**config.mk**
```make
export PLATFORM = sky130hd
export DESIGN_NAME = dpcm_decoder_flat
export DESIGN_NICKNAME = d
export VERILOG_FILES = /design/src/rtl/dpcm_if.sv /design/src/rtl/dpcm_decoder.sv /design/src/flat_wrapper.sv
export SDC_FILE = /design/constraint.sdc
export NUM_CORES = 1
export LEC_CHECK = 0
export ABC_AREA = 1
export ABC_CLOCK_PERIOD_IN_PS = 2900
export BUFFER_PORTS_ARGS = -buffer_cell sky130_fd_sc_hd__buf_2
export CAP_MARGIN = 20
export CORE_UTILIZATION = 40
export CTS_CLUSTER_SIZE = 14
export DETAILED_ROUTE_END_ITERATION = 7
export SYNTH_ARGS = -nofsm -noshare
export SYNTH_HDL_FRONTEND = slang
export SYNTH_SLANG_ARGS = --single-unit
```
**constraint.sdc**
```tcl
create_clock -name clk -period 2.9 [get_ports clk]
set_input_delay 0.145 -clock clk [delete_from_list [all_inputs] [get_ports clk]]
set_output_delay 0.145 -clock clk [all_outputs]
set_load 0.03 [all_outputs]
```
**src/rtl/dpcm_if.sv**
```systemverilog
// Valid/ready bundle between a DPCM difference source, the decoder and the downstream word consumer.
// The slave modport is the decoder's view; master is the view of the logic driving it.
interface dpcm_if #(
    parameter int WIDTH      = 32,
    parameter int FIFO_DEPTH = 2
);
    localparam int LVL_W = $clog2(FIFO_DEPTH) + 1;

    logic             in_valid;
    logic             in_ready;
    logic [WIDTH-1:0] in_mag;
    logic             in_sign;
    logic             in_first;
    logic             out_valid;
    logic             out_ready;
    logic [WIDTH-1:0] out_data;
    logic             wrap_err;
    logic [LVL_W-1:0] level;

    modport master (
        output in_valid, in_mag, in_sign, in_first, out_ready,
        input  in_ready, out_valid, out_data, wrap_err, level
    );

    modport slave (
        input  in_valid, in_mag, in_sign, in_first, out_ready,
        output in_ready, out_valid, out_data, wrap_err, level
    );
endinterface

```
**src/rtl/dpcm_decoder.sv**
```systemverilog
// Rebuilds absolute words from sign/magnitude DPCM differences by running accumulation,
// with a small output FIFO so downstream stalls do not stall the link immediately.
module dpcm_decoder #(
    parameter int WIDTH      = 32,
    parameter int FIFO_DEPTH = 2
) (
    input  logic    clk,
    input  logic    rst,
    dpcm_if.slave   bus
);
    localparam int PTR_W = $clog2(FIFO_DEPTH);
    localparam int LVL_W = PTR_W + 1;

    typedef enum logic {
        ST_IDLE,
        ST_RUN
    } state_t;

    state_t           r_state;
    logic [WIDTH-1:0] r_acc;
    logic [WIDTH-1:0] r_last;
    logic             r_wrap;
    logic [PTR_W-1:0] r_wr_ptr;
    logic [PTR_W-1:0] r_rd_ptr;
    logic [LVL_W-1:0] r_level;
    logic [WIDTH-1:0] r_mem [FIFO_DEPTH];

    logic             w_full;
    logic             w_empty;
    logic             w_accept;
    logic             w_pop;
    logic [WIDTH:0]   w_sum;
    logic [WIDTH:0]   w_diff;
    logic [WIDTH-1:0] w_new_acc;
    logic             w_wrap;

    // in_ready depends only on the registered level, so a same-cycle pop cannot open the input.
    assign w_full   = (r_level == LVL_W'(FIFO_DEPTH));
    assign w_empty  = (r_level == '0);
    assign w_accept = bus.in_valid && !w_full;
    assign w_pop    = !w_empty && bus.out_ready;

    // The extra top bit of the sum/difference is the carry-out or borrow.
    assign w_sum  = {1'b0, r_acc} + {1'b0, bus.in_mag};
    assign w_diff = {1'b0, r_acc} - {1'b0, bus.in_mag};

    always_comb begin
        // NOTE: every output gets a default first so no path leaves it unassigned (no latch).
        w_new_acc = bus.in_mag;
        w_wrap    = 1'b0;
        if (r_state == ST_RUN && !bus.in_first) begin
            if (bus.in_sign) begin
                w_new_acc = w_diff[WIDTH-1:0];
                w_wrap    = w_diff[WIDTH];
            end else begin
                w_new_acc = w_sum[WIDTH-1:0];
                w_wrap    = w_sum[WIDTH];
            end
        end
    end

    always_ff @(posedge clk) begin
        // NOTE: non-blocking assignments so every register samples pre-edge values.
        if (rst) begin
            r_state  <= ST_IDLE;
            r_acc    <= '0;
            r_last   <= '0;
            r_wrap   <= 1'b0;
            r_wr_ptr <= '0;
            r_rd_ptr <= '0;
            r_level  <= '0;
        end else begin
            if (w_accept) begin
                r_acc    <= w_new_acc;
                r_wr_ptr <= r_wr_ptr + PTR_W'(1);
                case (r_state)
                    ST_IDLE: begin
                        r_wrap  <= 1'b0;
                        r_state <= ST_RUN;
                    end
                    ST_RUN: begin
                        if (bus.in_first) begin
                            r_wrap <= 1'b0;
                        end else if (w_wrap) begin
                            r_wrap <= 1'b1;
                        end
                    end
                    default: r_state <= ST_IDLE;
                endcase
            end

            if (w_pop) begin
                r_rd_ptr <= r_rd_ptr + PTR_W'(1);
                r_last   <= r_mem[r_rd_ptr];
            end

            case ({w_accept, w_pop})
                2'b10:   r_level <= r_level + LVL_W'(1);
                2'b01:   r_level <= r_level - LVL_W'(1);
                default: r_level <= r_level;
            endcase
        end
    end

    // NOTE: storage is not reset; the level counter alone decides which entries are meaningful.
    always_ff @(posedge clk) begin
        if (w_accept) begin
            r_mem[r_wr_ptr] <= w_new_acc;
        end
    end

    // With the FIFO empty the last popped word stays on out_data.
    assign bus.in_ready  = !w_full;
    assign bus.out_valid = !w_empty;
    assign bus.out_data  = w_empty ? r_last : r_mem[r_rd_ptr];
    assign bus.wrap_err  = r_wrap;
    assign bus.level     = r_level;

endmodule

```
**src/flat_wrapper.sv**
```systemverilog
// flat-port wrapper written by rule: the top's interface ports become plain ports
module dpcm_decoder_flat 
#(
    parameter int WIDTH      = 32,
    parameter int FIFO_DEPTH = 2
)
  (clk, rst, bus_in_valid, bus_in_mag, bus_in_sign, bus_in_first, bus_out_ready, bus_in_ready, bus_out_valid, bus_out_data, bus_wrap_err, bus_level);
  dpcm_if #(.WIDTH(WIDTH), .FIFO_DEPTH(FIFO_DEPTH)) bus_i ();
  input  logic clk;
  input  logic rst;
  input wire logic [$bits(bus_i.in_valid)-1:0] bus_in_valid;
  input wire logic [$bits(bus_i.in_mag)-1:0] bus_in_mag;
  input wire logic [$bits(bus_i.in_sign)-1:0] bus_in_sign;
  input wire logic [$bits(bus_i.in_first)-1:0] bus_in_first;
  input wire logic [$bits(bus_i.out_ready)-1:0] bus_out_ready;
  output wire logic [$bits(bus_i.in_ready)-1:0] bus_in_ready;
  output wire logic [$bits(bus_i.out_valid)-1:0] bus_out_valid;
  output wire logic [$bits(bus_i.out_data)-1:0] bus_out_data;
  output wire logic [$bits(bus_i.wrap_err)-1:0] bus_wrap_err;
  output wire logic [$bits(bus_i.level)-1:0] bus_level;
  assign bus_i.in_valid = bus_in_valid;
  assign bus_i.in_mag = bus_in_mag;
  assign bus_i.in_sign = bus_in_sign;
  assign bus_i.in_first = bus_in_first;
  assign bus_i.out_ready = bus_out_ready;
  assign bus_in_ready = bus_i.in_ready;
  assign bus_out_valid = bus_i.out_valid;
  assign bus_out_data = bus_i.out_data;
  assign bus_wrap_err = bus_i.wrap_err;
  assign bus_level = bus_i.level;
  dpcm_decoder #(.WIDTH(WIDTH), .FIFO_DEPTH(FIFO_DEPTH)) u_core (.clk(clk), .rst(rst), .bus(bus_i));
endmodule
```
==> qor.csv, run 1 <==
metric,value,unit
Post-Route WL,31100,um
final RePlAce weighted congestion,0.970,
Worst-path clk slew,0.07,ns
part of the cycle the worst path needs,86.0,%
antenna violations before repair,0,
# DRC,0,
worst reg-to-reg setup slack,0.41,ns
"Net Count, Synth",1745,
status,"complete, no violations",
Row Count,58,
Resize count post-CTS,0,
vias post-DR,10100,
setup TNS,0,ns
Layout fillers,2705,
crit-path max FO,7,
worst min path class,in -> reg,
Synth Flop Type,dfxtp_1,
Synth area leaders,"nand2_1 20%, edfxtp_1 18%, dfxtp_1 14%, inv_1 9.6%, ha_1 7.8%",
Final #Nets,1795,
RSZ-0062 raised after global routing,false,
GRT overflow,0,
worst slew pin tran,0.789,ns
YS warnings,0,
drt via density,4.95,
Max Buffers Root-to-Sink,2,
Layout area overhead,12.1,%
DRT Pass-1 Iters,5,
area of the mapped netlist,10500,um2
CTS tree,done,
WL per Instance,15.3,um
Post-Synthesis Cells,1640,
dpl ws,0.510,ns
max-slew violation count,0,
port bufs,74,
Post-synth EDFFs,64,
"count leader, synth",nand2_1,
post-synthesis cell type count,35,
Setup crit start kind,register,
P per Cell Area,699,nW/um2
Synth Register Bits,135,
HPWL after DPL,24200,um
critical path required time,3.04,ns
Iteration-0 DRC Markers,691,
"Avg Cell Area, Syn",6.38,um2
Worst Setup Path Type,reg -> reg,
Commonest cells post-synth,"546 x nand2_1, 268 x inv_1, 200 x nor2_1",
Clock Skew,0.0307,ns
hold depth,5,
VDD IR max,0.000833,V
Leak Pwr,6.13,nW
hold_buf cts,0,
gr usage total,23.9,%
# setup viols final,0,
Die X,164,um
nature of the critical path endpoint,register,
share of cells above drive strength 1,8.87,%
register area share after synthesis,31.9,%
fin crit period,2.49,ns
critical path arrival,2.64,ns
first-pass GRT wire length,48800,um
largest net degree at the start of global routing,65,
die span in y,164,um
Initial Util,41.2,%
"area leader, netlist",nand2_1,
vias in the first global route,9121,
R2R depth,10,
DIE AREA,26800,um2
TritonCTS Buffers,17,
Async SR Flop Fraction,0,%
area share of the largest cell type after synthesis,19.6,%
placed cells,2001,
Max-Cap Viols,0,
H-tree levels,4,
CTS sink count,135,
Worst slew margin,46.8,%
# IOs,75,
Antenna diodes,0,
setup ws final,0.407,ns
Final Hold Violating Endpoints,0,
Post CTS Setup Buffer Count,0,
Clock Latency Late Sink,0.44,ns
Core ar.,25400,um2
post-route antenna net violation count,0,
Peak Freq,0.401,GHz
root cell of the clock tree,clkbuf_16,
Layout Cells excl Fill,2033,
[sequential cells by signal, summed over array words and instances, names as in the netlist, named ones only]
name                 flops
u_core.r_wr_ptr          1
u_core.r_mem            64
u_core.bus.level         2
u_core.r_last           32
u_core.r_rd_ptr          1
u_core.r_acc            32
u_core.bus.wrap_err      1
u_core.r_state           1
[placed cells by master, fill, tap and decap left out, drive strengths merged]
cell type    n
clkinv       6
nor3        16
o21ai       78
and2        11
a211oi      33
o211ai       4
nor2       207
clkbuf      19
inv        280
buf         91
xor2         9
edfxtp      64
nand2      549
fa           2
a21o         1
dfxtp       71
and3         1
a21oi       45
mux2i       32
o21bai       9
nand3       88
clkinvlp     3
ha          65
or2          1
nand3b       3
nand4       13
bufinv       2
[through the flow]
step / power, mW / instance area [um2] / hold WS [ns] / util, %
6_report: 8.20 / 11700 / 0.0745 / 46.2
5_1_grt: 8.77 / 11700 / 0.0841 / 46.2
4_1_cts: 8.25 / 11700 / 0.0574 / 46.2
3_5_place_dp: 6.02 / 11200 / 0.447 / 43.9
3_3_place_gp: 5.98 / 11200 / 0.436 / 43.9
2_1_floorplan: 5.05 / 10500 / 0.363 / -
[where the power goes]
group	leakage (nW)	switching, mW	internal, mW
clock	0.277	0.924	1.28
sequential	1.19	0.176	2.34
combinational	4.66	2.46	1.02
total	6.13	3.56	4.64
[final cells by class]
type | instances | area [um2] | area share (%)
inverter | 278 | 1040 | 8.89
clock inverter | 13 | 150 | 1.28
tap | 330 | 413 | 3.52
timing repair buffer | 91 | 523 | 4.46
clock buffer | 19 | 433 | 3.69
multi-input combinational | 1167 | 5830 | 49.7
sequential | 135 | 3340 | 28.5
[worst max-delay path: stages, from the launching register on]
cell,delay (ns)
dfxtp_1,0.34
ha_1,0.38
nor2_1,0.32
nand2_1,0.15
nor2_1,0.12
nand3_1,0.09
nand2_1,0.19
nand2_1,0.14
nand3_1,0.09
nand3_1,0.07
o21ai_1,0.31
[layer usage]
metal | part of all wire, % | global-route usage [%]
met1 | 49 | 34.0
met2 | 43 | 37.4
met3 | 6.6 | 4.19
met4 | 1.2 | 5.39
met5 | 0 | 0
[kinds of logic after synthesis]
kind of cell               synth area share (%)
xor gates and xnor gates                  0.753
muxes                                      3.06
AOI/OAI and AO/OA                          9.28
DFF                                        31.9
adders and majority gates                  8.15
buffers and inverters                      12.6
and+or+nand+nor                            34.3
[worst paths after layout]
check,endpoint,startpoint
setup / recovery,u_core.r_mem[1][15],u_core.r_acc[9]
hold / removal,u_core.r_acc[25],bus_in_mag[25]
setup reg to reg,u_core.r_mem[1][15],u_core.r_acc[9]
hold reg to reg,register,u_core.r_rd_ptr
No activity file was read; power rests on OpenSTA's default activity.
==> run 2, diff against run 1 <==
==> constraint.sdc (replaced) <==
create_clock -name clk -period 2.9 [get_ports clk]
set_input_delay 0.58 -clock clk [delete_from_list [all_inputs] [get_ports clk]]
set_output_delay 0.58 -clock clk [all_outputs]
set_load 0.03 [all_outputs]
==> run 2 against run 1 <==
Against the previous run:
- via count barely moved
- first-iteration DRC count up 5.6%
- routed wire length is 0.10% lower
- maximum frequency down 4.7%
- clock skew shrank 0.0051 ns
- critical path depth is 1 higher
- critical endpoint is now u_core.r_mem[0][29]
- die area stayed put
- sequential power about the same
- clock-buffer cell count is 1 lower
- cell count rose by 0.44%
==> qor.csv, run 2 (synthesis results as in run 1) <==
metric,value,unit
buffers and inverters on the worst path,2,
drt via density,4.93,
Worst R2R Start,u_core.r_acc[24],
Worst slew margin,42.1,%
"most common cell after layout, fill and taps aside",nand2_1,
port bufs,74,
Post CTS Setup Buffer Count,0,
max reg flops,64,
Regs by FF count,"u_core.r_mem (64), u_core.r_acc (32), u_core.r_last (32)",
Setup crit start kind,register,
root cell of the clock tree,clkbuf_16,
Layout fillers,2734,
"commonest non-fill, non-tap cells in the layout","546 x nand2_1, 268 x inv_1, 196 x nor2_1",
worst min path class,reg -> reg,
Hold Crit Start,u_core.r_rd_ptr,
crit-path cells,ha_1 > buf_4 > nor2_2 > inv_1 > nor3_1 > and2_1 > nand2_1 > nand2_1 > nand3_1 > nand3_1 > nand2_1,
gr usage total,23.8,%
Final Hold Violating Endpoints,0,
WP depth,11,
register area,3340,um2
Clock Skew,0.0257,ns
largest net degree at the start of global routing,53,
setup TNS,0,ns
# setup viols final,0,
part of the cycle the worst path needs,90.2,%
Antenna diodes,0,
CTS tree,done,
fin util,46.2,%
Internal,4.49,mW
H-tree levels,4,
hold depth,1,
critical path required time,3.06,ns
vias post-DR,10100,
fin crit period,2.61,ns
status,"complete, no violations",
placed cells,2010,
DIE AREA,26800,um2
Post-DP Area,11200,um2
TritonCTS Buffers,17,
post-route cell area,11700,um2
Peak Freq,0.382,GHz
Final #Nets,1804,
DRT Pass-1 Iters,6,
crit-path max FO,5,
Clock Latency Late Sink,0.43,ns
CP top delay family,simple AND/OR/NAND/NOR gates,
most flop-heavy register,u_core.r_mem,
first-pass GRT wire length,48700,um
FF-to-FF End,u_core.r_mem[0][29],
CTS sink count,135,
Multi-input gate area,5830,um2
Layout area overhead,12.1,%
Iteration-0 DRC Markers,730,
antenna violations before repair,0,
Core ar.,25400,um2
Worst path max stage delay,0.43,ns
nature of the critical path endpoint,register,
max-slew violation count,0,
Max Buffers Root-to-Sink,2,
Resize count post-CTS,0,
Die X,164,um
P per Cell Area,685,nW/um2
combinational power share,43.6,%
worst slew pin tran,0.859,ns
Layout Cells excl Fill,2042,
# IOs,75,
WL per Instance,15.2,um
post-route antenna net violation count,0,
Crit path top cell by count,nand2_1,
Leak Pwr,6.15,nW
Psw,3.56,mW
die span in y,164,um
VDD IR max,0.000819,V
Crit-path slowest cell,nor3_1,
Worst Setup Path Type,reg -> reg,
R2R depth,11,
critical path arrival,2.77,ns
RSZ-0062 raised after global routing,false,
worst reg-to-reg setup slack,0.29,ns
GRT overflow,0,
HPWL after DPL,24200,um
Initial Util,41.2,%
Seq pwr share,31.3,%
hold_buf cts,0,
share of cells above drive strength 1,9.35,%
vias in the first global route,9179,
final RePlAce weighted congestion,0.959,
# DRC,0,
Max-Cap Viols,0,
Post-Route WL,31100,um
Sw Share,44.2,%
Row Count,58,
Worst-path clk slew,0.06,ns
Clock power frac,25.1,%
run 2: per-stage QoR:
| step | total power, mW | hold WS (ns) | worst slack [ns] |
|---|---|---|---|
| 5_1_grt | 8.60 | 0.486 | 0.162 |
| 3_5_place_dp | 6.03 | 0.440 | -0.0782 |
| 4_1_cts | 8.09 | 0.447 | 0.311 |
| 6_report | 8.04 | 0.445 | 0.285 |
| 3_3_place_gp | 6.00 | 0.429 | -0.0916 |
| 2_1_floorplan | 5.05 | 0.426 | 0.222 |
run 2: worst register-to-register path, cell delays in order, from the launching register on:
cell and delay [ns]:
dfxtp_1 0.35, ha_1 0.40, buf_4 0.20, nor2_2 0.17, inv_1 0.07, nor3_1 0.43
and2_1 0.20, nand2_1 0.09, nand2_1 0.16, nand3_1 0.09, nand3_1 0.11, nand2_1 0.10
run 2: power groups by stage:
| stage | Combinational [mW] | Clock (mW) | Sequential, mW |
|---|---|---|---|
| after floorplan | 2.53 | 0 | 2.51 |
| after global placement | 3.46 | 0 | 2.54 |
| after detailed placement | 3.48 | 0 | 2.56 |
| after CTS | 3.49 | 2.08 | 2.52 |
| after global routing | 3.90 | 2.14 | 2.55 |
| final | 3.51 | 2.02 | 2.52 |
run 2: worst max-delay path by stage:
stage                              startpoint                  end  slack (ns)
after CTS                    u_core.r_acc[24]  u_core.r_mem[0][29]        0.31
final                        u_core.r_acc[24]  u_core.r_mem[0][29]        0.29
after floorplan           u_core.bus.level[0]   u_core.r_mem[0][0]        0.22
after global routing         u_core.r_acc[24]  u_core.r_mem[0][29]        0.16
after global placement         bus_in_mag[24]  u_core.r_mem[1][29]       -0.09
after detailed placement       bus_in_mag[24]  u_core.r_mem[0][29]       -0.08
run 2: metal layers:
| metal | vias to the layer above | global-route usage [%] | part of all wire (%) |
|---|---|---|---|
| met2 | 264 | 37.8 | 44 |
| met4 | 0 | 6.36 | 1.8 |
| met3 | 31 | 2.75 | 5.0 |
| li1 | 5220 | - | - |
| met1 | 4549 | 33.9 | 50 |
| met5 | - | 0 | 0 |
run 2: cell type report:
| type | instances | share of cell area (%) |
|---|---|---|
| clock buffers | 18 | 3.66 |
| clock inverters | 14 | 0.853 |
| inverters | 278 | 8.89 |
| multi-input cells | 1167 | 49.7 |
| flip-flops and latches | 135 | 28.5 |
| well taps | 330 | 3.52 |
| repair buffers | 100 | 4.93 |
==> run 3, diff against run 2 <==
MAX_ROUTING_LAYER = met4   (was unset)
==> run 3 against run 2 <==
Against the previous run:
- maximum frequency is 2.0% higher
- combinational power grew 1%
- sequential share of layout area fell by 0.31 points
- sequential power hardly changed
- clock-buffer cell count increased by 2
- flip-flop and latch count stayed put
- via count shrank 0.50%
- hold slack better by 0.012 ns
- core utilization is 0.50 points higher
- clock power is 13% higher
- die area did not move
- critical endpoint is now u_core.r_mem[0][24]
- largest cell class unchanged
==> qor.csv, run 3 (synthesis results as in run 1) <==
metric,value,unit
Regs by FF count,"u_core.r_mem (64), u_core.r_acc (32), u_core.r_last (32)",
GRT overflow,0,
HPWL after DPL,25500,um
fin crit period,2.56,ns
post-route cell area,11900,um2
Peak Freq,0.390,GHz
most flop-heavy register,u_core.r_mem,
Max-Cap Viols,0,
worst slew pin tran,0.780,ns
Leak Pwr,6.22,nW
nature of the critical path endpoint,register,
part of the cycle the worst path needs,88.4,%
Resize count post-CTS,0,
first-pass GRT wire length,50300,um
drt via density,4.89,
VDD IR max,0.000632,V
TritonCTS Buffers,17,
antenna violations before repair,0,
# DRC,0,
Final #Nets,1809,
CTS sink count,135,
P per Cell Area,702,nW/um2
Layout fillers,2652,
crit-path max FO,3,
Iteration-0 DRC Markers,803,
port bufs,74,
# setup viols final,0,
hold_buf cts,0,
max reg flops,64,
GRT met1 Usage,36.1,%
Post-Route WL,32100,um
"commonest non-fill, non-tap cells in the layout","546 x nand2_1, 268 x inv_1, 196 x nor2_1",
H-tree levels,4,
root cell of the clock tree,clkbuf_16,
DRT Pass-1 Iters,5,
WL per Instance,15.7,um
RSZ-0062 raised after global routing,false,
Worst-path clk slew,0.07,ns
M3 GR Usage,3.33,%
critical path required time,3.05,ns
Layout area overhead,13.3,%
die span in y,164,um
vias post-DR,10000,
setup TNS,0,ns
# IOs,75,
register area,3340,um2
Max Buffers Root-to-Sink,2,
Antenna diodes,0,
critical path arrival,2.71,ns
Worst Setup Path Type,reg -> reg,
status,"complete, no violations",
largest net degree at the start of global routing,53,
worst min path class,reg -> reg,
total chip power,8.33,mW
post-route antenna net violation count,0,
Row Count,58,
M2 GR Usage,38.0,%
Setup crit start kind,register,
Die X,164,um
Core ar.,25400,um2
Post-DP Area,11300,um2
vias in the first global route,9375,
Worst slew margin,47.5,%
Initial Util,41.2,%
final RePlAce weighted congestion,0.924,
share of cells above drive strength 1,9.67,%
"most common cell after layout, fill and taps aside",nand2_1,
Post CTS Setup Buffer Count,0,
Clock Skew,0.0275,ns
Clock Latency Late Sink,0.43,ns
gr usage total,25.4,%
layer with the highest usage,met2,
Final Hold Violating Endpoints,0,
CTS tree,done,
max-slew violation count,0,
DIE AREA,26800,um2
Multi-input gate area,5830,um2
run 3: changes by cell type in the layout (fill, tap and decap cells not counted), sizes merged:
| cell | before | now |
|---|---|---|
| clkinvlp | 2 | 1 |
| buf | 100 | 105 |
| clkinv | 8 | 5 |
| bufinv | 0 | 2 |
| clkbuf | 18 | 20 |
run 3: worst paths after layout:
| kind | from | to | slack, ns | cells after the start |
|---|---|---|---|---|
| max | u_core.r_acc[0] | u_core.r_mem[0][24] | 0.34 | 14 |
| min | u_core.r_rd_ptr | register | 0.46 | 1 |
| min reg2reg | u_core.r_rd_ptr | register | 0.46 | 1 |
| max reg2reg | u_core.r_acc[0] | u_core.r_mem[0][24] | 0.34 | 14 |
run 3: layout make-up:
class,count,area share [%]
flip-flops and latches,135,28.2
multi-input cells,1167,49.1
inverters,278,8.80
clock buffers,20,3.94
repair buffers,105,5.29
well taps,330,3.48
clock inverters,12,1.17
run 3: power by group:
group / switching (mW) / leakage (nW) / total [mW] / internal, mW
clock network: 0.924 / 0.299 / 2.28 / 1.36
logic: 2.50 / 4.73 / 3.55 / 1.05
registers: 0.157 / 1.19 / 2.50 / 2.34
run 3: per-layer routing:
metal / routed length (um) / up-vias / share of wire, %
met2: 13600 / 230 / 42
met4: 446 / 0 / 1.4
li1: - / 5223 / -
met5: 0 / - / 0
met1: 16600 / 4542 / 52
met3: 1420 / 19 / 4.4
run 3: stage by stage:
| step | hold slack [ns] | cells | setup slack, ns | utilization, % |
|---|---|---|---|---|
| 2_1_floorplan | 0.426 | 1640 | 0.222 | - |
| 6_report | 0.458 | 2047 | 0.337 | 46.7 |
| 5_1_grt | 0.468 | 2047 | 0.215 | 46.7 |
| 3_3_place_gp | 0.431 | 2015 | 0.0464 | 44.3 |
| 3_5_place_dp | 0.435 | 2015 | 0.0100 | 44.3 |
| 4_1_cts | 0.454 | 2047 | 0.389 | 46.7 |
run 3: critical path, cell delays in order (launching register included):
cell and delay, ns:
dfxtp_1 0.32, inv_1 0.08, ha_1 0.15, inv_1 0.09, fa_1 0.42, nand3_1 0.10, nand3_1 0.17, nand3_1 0.12
nand2_1 0.12, nand2_1 0.13, nand3_1 0.13, nand2_1 0.13, nand3_1 0.09, nand3_1 0.13, nand2_1 0.11
